==> config.mk <==
export PLATFORM = sky130hd
export DESIGN_NAME = multicycle_ctrl
export DESIGN_NICKNAME = d
export VERILOG_FILES = /design/src/rtl/multicycle_ctrl.sv
export SDC_FILE = /design/constraint.sdc
export NUM_CORES = 1
export LEC_CHECK = 0
export CORE_MARGIN = 4
export CORE_UTILIZATION = 40
export DETAILED_ROUTE_END_ITERATION = 7
export PLACE_DENSITY = 0.82
export SLEW_MARGIN = 15
export SYNTH_ARGS = -nofsm -noshare
export SYNTH_HDL_FRONTEND = slang
export SYNTH_SLANG_ARGS = --single-unit
==> constraint.sdc <==
create_clock -name clk -period 6.9 [get_ports clk]
set_input_delay 1.035 -clock clk [delete_from_list [all_inputs] [get_ports clk]]
set_output_delay 1.035 -clock clk [all_outputs]
set_load 0.01 [all_outputs]
==> src/rtl/multicycle_ctrl.sv <==
// Multicycle MIPS-style control unit: IF/ID/EX/MEM/WB sequencer with a memory handshake,
// illegal-instruction trap and a free-running retired-instruction counter.
module multicycle_ctrl (
  input  logic        clk,
  input  logic        reset,
  input  logic [5:0]  OpCode,
  input  logic [5:0]  Funct,
  input  logic        mem_ack,
  output logic        mem_req,
  output logic        MemRead,
  output logic        MemWrite,
  output logic        IorD,
  output logic        IRWrite,
  output logic        PCWrite,
  output logic        PCWriteCond,
  output logic        RegWrite,
  output logic        ALUSrcA,
  output logic [1:0]  ALUSrcB,
  output logic [1:0]  ALUOpSel,
  output logic [1:0]  PCSource,
  output logic [1:0]  RegDst,
  output logic [1:0]  MemtoReg,
  output logic [2:0]  state,
  output logic        trap,
  output logic        instr_done,
  output logic [31:0] retired
);

  typedef enum logic [2:0] {
    StIf   = 3'd0,
    StId   = 3'd1,
    StEx   = 3'd2,
    StMem  = 3'd3,
    StWb   = 3'd4,
    StTrap = 3'd5
  } state_e;

  state_e      state_q, state_d;
  logic [31:0] retired_q;

  logic is_r, is_lw, is_sw, is_beq, is_j, is_jal, is_jr, is_jalr, is_ralu, is_ialu, legal;

  always_comb begin
    is_r    = (OpCode == 6'h00);
    is_lw   = (OpCode == 6'h23);
    is_sw   = (OpCode == 6'h2B);
    is_beq  = (OpCode == 6'h04);
    is_j    = (OpCode == 6'h02);
    is_jal  = (OpCode == 6'h03);
    is_jr   = is_r && (Funct == 6'h08);
    is_jalr = is_r && (Funct == 6'h09);
    is_ralu = is_r && (Funct inside {[6'h20:6'h27], 6'h2A, 6'h2B, 6'h00, 6'h02, 6'h03});
    is_ialu = OpCode inside {6'h08, 6'h09, 6'h0C, 6'h0A, 6'h0B, 6'h0F};
    legal   = is_lw | is_sw | is_beq | is_j | is_jal | is_jr | is_jalr | is_ralu | is_ialu;
  end

  // Outputs are decoded combinationally and gated by reset so an abort drops every strobe
  // in the same cycle, not at the next edge.
  always_comb begin
    state_d     = state_q;
    mem_req     = 1'b0;
    MemRead     = 1'b0;
    MemWrite    = 1'b0;
    IorD        = 1'b0;
    IRWrite     = 1'b0;
    PCWrite     = 1'b0;
    PCWriteCond = 1'b0;
    RegWrite    = 1'b0;
    ALUSrcA     = 1'b0;
    ALUSrcB     = 2'd0;
    ALUOpSel    = 2'd0;
    PCSource    = 2'd0;
    RegDst      = 2'd0;
    MemtoReg    = 2'd0;
    trap        = 1'b0;
    instr_done  = 1'b0;
    if (reset) begin
      case (state_q)
        StIf: begin
          mem_req = 1'b1;
          MemRead = 1'b1;
          if (mem_ack) begin
            IRWrite = 1'b1;
            PCWrite = 1'b1;
            ALUSrcB = 2'd1;
            state_d = StId;
          end
        end
        StId: begin
          ALUSrcB = 2'd3;
          if (!legal) begin
            state_d = StTrap;
          end else if (is_j || is_jal) begin
            PCWrite    = 1'b1;
            PCSource   = 2'd2;
            instr_done = 1'b1;
            state_d    = StIf;
            if (is_jal) begin
              RegWrite = 1'b1;
              RegDst   = 2'd2;
              MemtoReg = 2'd2;
            end
          end else if (is_jr || is_jalr) begin
            PCWrite    = 1'b1;
            PCSource   = 2'd3;
            instr_done = 1'b1;
            state_d    = StIf;
            if (is_jalr) begin
              RegWrite = 1'b1;
              RegDst   = 2'd1;
              MemtoReg = 2'd2;
            end
          end else begin
            state_d = StEx;
          end
        end
        StEx: begin
          ALUSrcA = 1'b1;
          if (is_lw || is_sw) begin
            ALUSrcB = 2'd2;
            state_d = StMem;
          end else if (is_beq) begin
            ALUOpSel    = 2'd1;
            PCWriteCond = 1'b1;
            PCSource    = 2'd1;
            instr_done  = 1'b1;
            state_d     = StIf;
          end else if (is_ralu) begin
            ALUOpSel = 2'd2;
            state_d  = StWb;
          end else if (is_ialu) begin
            ALUSrcB  = 2'd2;
            ALUOpSel = 2'd2;
            state_d  = StWb;
          end else begin
            state_d = StTrap;
          end
        end
        StMem: begin
          mem_req  = 1'b1;
          IorD     = 1'b1;
          MemRead  = is_lw;
          MemWrite = is_sw;
          if (mem_ack) begin
            if (is_lw) begin
              state_d = StWb;
            end else begin
              instr_done = 1'b1;
              state_d    = StIf;
            end
          end
        end
        StWb: begin
          RegWrite   = 1'b1;
          RegDst     = is_r ? 2'd1 : 2'd0;
          MemtoReg   = is_lw ? 2'd1 : 2'd0;
          instr_done = 1'b1;
          state_d    = StIf;
        end
        StTrap: begin
          trap = 1'b1;
        end
        default: begin
          state_d = StTrap;
        end
      endcase
    end
  end

  always_ff @(posedge clk or negedge reset) begin
    if (!reset) begin
      state_q   <= StIf;
      retired_q <= 32'd0;
    end else begin
      state_q <= state_d;
      if (instr_done) begin
        retired_q <= retired_q + 32'd1;
      end
    end
  end

  assign state   = state_q;
  assign retired = retired_q;

endmodule

-- Word-level counts from Yosys, hierarchy flattened
Index checks and enable logic that the tools add are counted.
- word-level logic and storage cells: 132
- bits of input ports: 15
- output and inout bits: 56
- flip-flop bits (word level): 35
- mux-type cells: 80
- equality and inequality tests: 24
- $add $sub $neg: 1
- bitwise logic cells: 9
- $lt $le $gt $ge: 2
- reductions and logical operators: 14
- operator list (operator ; number):
    $mux W2 ; 25
    $eq A6 B4 Y1 const B ; 8
    $mux W1 ; 40
    $add A32 B1 Y32 const B ; 1
    $eq A6 B2 Y1 const B ; 4
    $eq A6 B6 Y1 const B ; 4
    $mux W3 ; 6
    $pmux W3 S6 ; 1
    $logic_not A6 Y1 ; 2
    $pmux W2 S2 ; 3
    $reduce_bool A6 Y1 ; 2
    $or A1 B1 Y1 ; 8
    $eq A3 B2 Y1 const B ; 2
    $eq A3 B3 Y1 const B ; 2
    $eq A6 B3 Y1 const B ; 1
    $ge A6 B6 Y1 const B ; 1
    $le A6 B6 Y1 const B ; 1
    $pmux W1 S2 ; 3
    $pmux W2 S3 ; 1
    $logic_and A1 B1 Y1 ; 4
    $ne A2 B2 Y1 const B ; 2
    $pmux W1 S4 ; 1
    $reduce_and A4 Y1 ; 1
    $eq A3 B1 Y1 const B ; 1
    4 further kinds ; 6

-- Logic depth before layout (Yosys ltp)
- word-level depth: 12
- depth in mapped cells: 8
- gate-level depth less buffers: 7

-- Worst setup path before layout
Ideal clock, no wire load.
- path type: in2out
- from: input OpCode[4]
- to: output instr_done
- buffers on the path: 1
- slack: 3237 ps
- data arrival time: 2628 ps
- data required time: 5865 ps
- cell stages on the path: 6
- cells stage by stage: buf_4 or4_4 or3_4 o21ai_4 o21ai_0 inv_1
- cells in the longest elaborated chain, start to end: 12
- elaborated cells between the ends (all ways): 36
- those cells by class: eq/ne: 11; mux: 9; bitwise: 8; reduce/logical: 8
- RTL lines (element ; RTL line ; source):
    start, declared ; 6 ; input logic [5:0] OpCode,
    $eq A6 B6 Y1 (on tied branches) ; 45, 46 ;
    $or A1 B1 Y1 (8 in series) ; 54 ; legal = is_lw | is_sw | is_beq | is_j | is_jal | is_jr | is_jalr | is_ralu | is_ialu;
    $mux W1 ; 91 ; if (!legal) begin
    $pmux W1 S4 * ; 78 ; case (state_q)
    $mux W1 * ; 77 ; if (reset) begin
    end, declared ; 25 ; output logic instr_done,
Every way passes the cells marked *; elsewhere a longest branch is shown, timed or not.

-- Worst setup path after layout
- from: input OpCode[0]
- to: output instr_done
Same word-level chain as after synthesis.

==> impl_results.md <==
* Outcome: finished, final reports clean
* Most common cell after layout, fill and taps aside: clkdlybuf4s50_1
* CTS tree: built
* Yosys warns at 0
* Commonest non-fill, non-tap cells in the layout: 69 x clkdlybuf4s50_1, 35 x dfrtp_1, 31 x nand2_1
* Core ar. at 5140 sq um
* Reg-to-reg startpoint: state[0]$_DFFE_PN0P_
* Antenna diode count at 0
* DRC viols at 0
* Vias in the first global route at 2000
* RSZ-0062 raised after global routing: false
* Min-Delay Startpoint: retired[27]$_DFFE_PN0P_
* Critical Path Start: OpCode[0]
* Layout area overhead at 38.9%
* Worst path required time at 5860 ps
* Max clock buf depth at 2
* Critical path capture point type: output port
* Pwr/cell area at 207 nW/um^2
* Final Max Tran Viols at 0
* Period utilization at 0.700
* Crit path max-delay cell type: o32ai_1
* Final Hold Viols at 0
* Via count at 2057
* Starting DRC count in detailed routing at 86
* Drt pass-1 iters at 4
* Hold Crit Class: reg2reg
* Worst Path Buf+Inv at 3
* Final ANT Viol Nets at 0
* Static leakage at 1.24 nW
* Post-synthesis sequential area ratio at 0.409
* Crit path DAT at 3800 ps
* Asr flop ratio synth at 1.00
* Most frequent CP cell: clkdlybuf4s50_1
* Peak Freq at 207 MHz
* CP Max Fanout at 6
* Std-Cell Rows at 26
* Syn_area_per_cell at 8.93 sq um
* Clock Latency Late Sink at 280 ps
* Synth top area share at 0.409
* Chip height at 81.2 um
* Gr ovfl total at 0
* Slew margin rel. at 0.499
* Startpoint Class: input port
* Synth top area cells: dfrtp_1 41%, xnor2_1 6.9%, xor2_1 6.5%
* Crit path cell chain: clkdlybuf4s50_1 > nor2_1 > nand4b_1 > o32ai_1 > o21ai_0 > inv_1 > clkdlybuf4s50_1
* EDFF count, synth at 0
* Sum Neg Setup Slack at 0 ps
* Initial antenna violation count at 0
* Crit path kind: in2out
* Hold_ws at 480 ps
* # Post-CTS Setup Buffers at 0
* Share of layout cells above drive strength 1 at 0.0675
* Root buf cell: clkbuf_8
* Synth cell types at 46
* Final min period at 4830 ps
* PostCTS Resize Cnt at 0
* Cts bufs inserted at 5
* Layout Nets at 326
* Routability congestion estimate at 0.919
* Hold buffers post-CTS at 0
* WL final at 5470 um
* Final-report setup violation count at 0
* Syn nets at 256
* First-pass GRT wire length at 9350 um
* Synth area leader: dfrtp_1
* CTS sink count at 35
* Synth Cell Area at 2140 sq um
* # IOs at 71
* Port bufs at 70
* Slew @ Worst Pin at 749 ps
* H-tree depth at 2
* CTS clk-pin slew, worst paths at 60 ps
* Vias/cell at 5.40
* #FFs+latches synth at 35
* HPWL after DPL at 4050 um
* Die W at 81.2 um
* Initial Utilization at 0.417
* Max VDD drop at 0.000100 V
* Max-cap check violation count at 0
* Critical path's largest stage delay at 690 ps
* Largest net degree at the start of global routing at 47
* Die area at 6590 sq um
* Clock skew at 4.24 ps
* Syn Inst Count at 240
* DR WL/cell at 14.4 um
* GRT Overall Usage at 0.176
* Top FF cell, synth: dfrtp_1
* Kind of cell adding the most delay to the critical path: buffers and inverters
-- per-layer routing --
layer  vias up  part of all wire  track usage
li1        981                 -            -
met1       974              0.46        0.242
met2        96              0.44        0.277
met3         6             0.088       0.0455
met4         0            0.0082       0.0422
met5         -                 0            0
-- state kept, by name (all words and copies together) (netlist names) --
name / cells
state: 3
retired: 32
-- cells by family (layout without fill, tap and decap cells) --
kind of cell	count (synthesis)	after routing	share of synthesized area
simple gates	119	119	0.288
compound gates	35	35	0.118
flops	35	35	0.409
xor+xnor	33	33	0.135
buf+inv	16	87	0.0403
fa+ha+maj	1	1	0.00584
mux	1	1	0.00467
-- synthesized netlist by cell type, drive strengths merged, types with 5 or more instances --
cell    number
dfrtp       35
nand2       31
nor2        25
xnor2       17
xor2        16
nor3        15
a21oi       13
nand4        9
inv          8
nand3        8
o21ai        7
nand2b       5
nor4         5
-- per-stage QoR --
| step | utilization | total power, W | cell area [sq um] | std cells | worst slack, ps |
|---|---|---|---|---|---|
| after detailed placement | 0.560 | 0.000461 | 2880 | 373 | 2080 |
| after floorplan | - | 0.000373 | 2140 | 240 | 3240 |
| after global routing | 0.579 | 0.000658 | 2980 | 381 | 1830 |
| after global placement | 0.560 | 0.000460 | 2880 | 373 | 2130 |
| after CTS | 0.579 | 0.000626 | 2980 | 381 | 2070 |
| final | 0.579 | 0.000618 | 2980 | 381 | 2070 |
-- layout make-up --
class                           instances  area [sq um]
Sequential cell                        35           876
Multi-Input combinational cell        189          1180
Clock buffer                            8           100
Fill cell                             468          2160
Inverter                                8          30.0
Tap cell                               70          87.6
Timing Repair Buffer                   71           703
-- report_power, final --
group	switching (W)	total, W	internal, W
logic	0.000105	0.000205	0.000100
registers	0.0000320	0.000252	0.000220
clock network	0.0000697	0.000161	0.0000911
-- worst paths after layout --
| kind | depth (start not counted) | slack [ps] | endpoint |
|---|---|---|---|
| setup reg to reg | 7 | 4370 | retired[15]$_DFFE_PN0P_ |
| setup / recovery | 7 | 2070 | instr_done |
| min in group asynchronous | 2 | 810 | retired[18]$_DFFE_PN0P_ |
| hold / removal | 1 | 480 | retired[27]$_DFFE_PN0P_ |
| hold reg to reg | 1 | 480 | retired[27]$_DFFE_PN0P_ |
| max in group asynchronous | 2 | 5750 | retired[28]$_DFFE_PN0P_ |
Note: power is estimated with default switching activity, not from simulation.
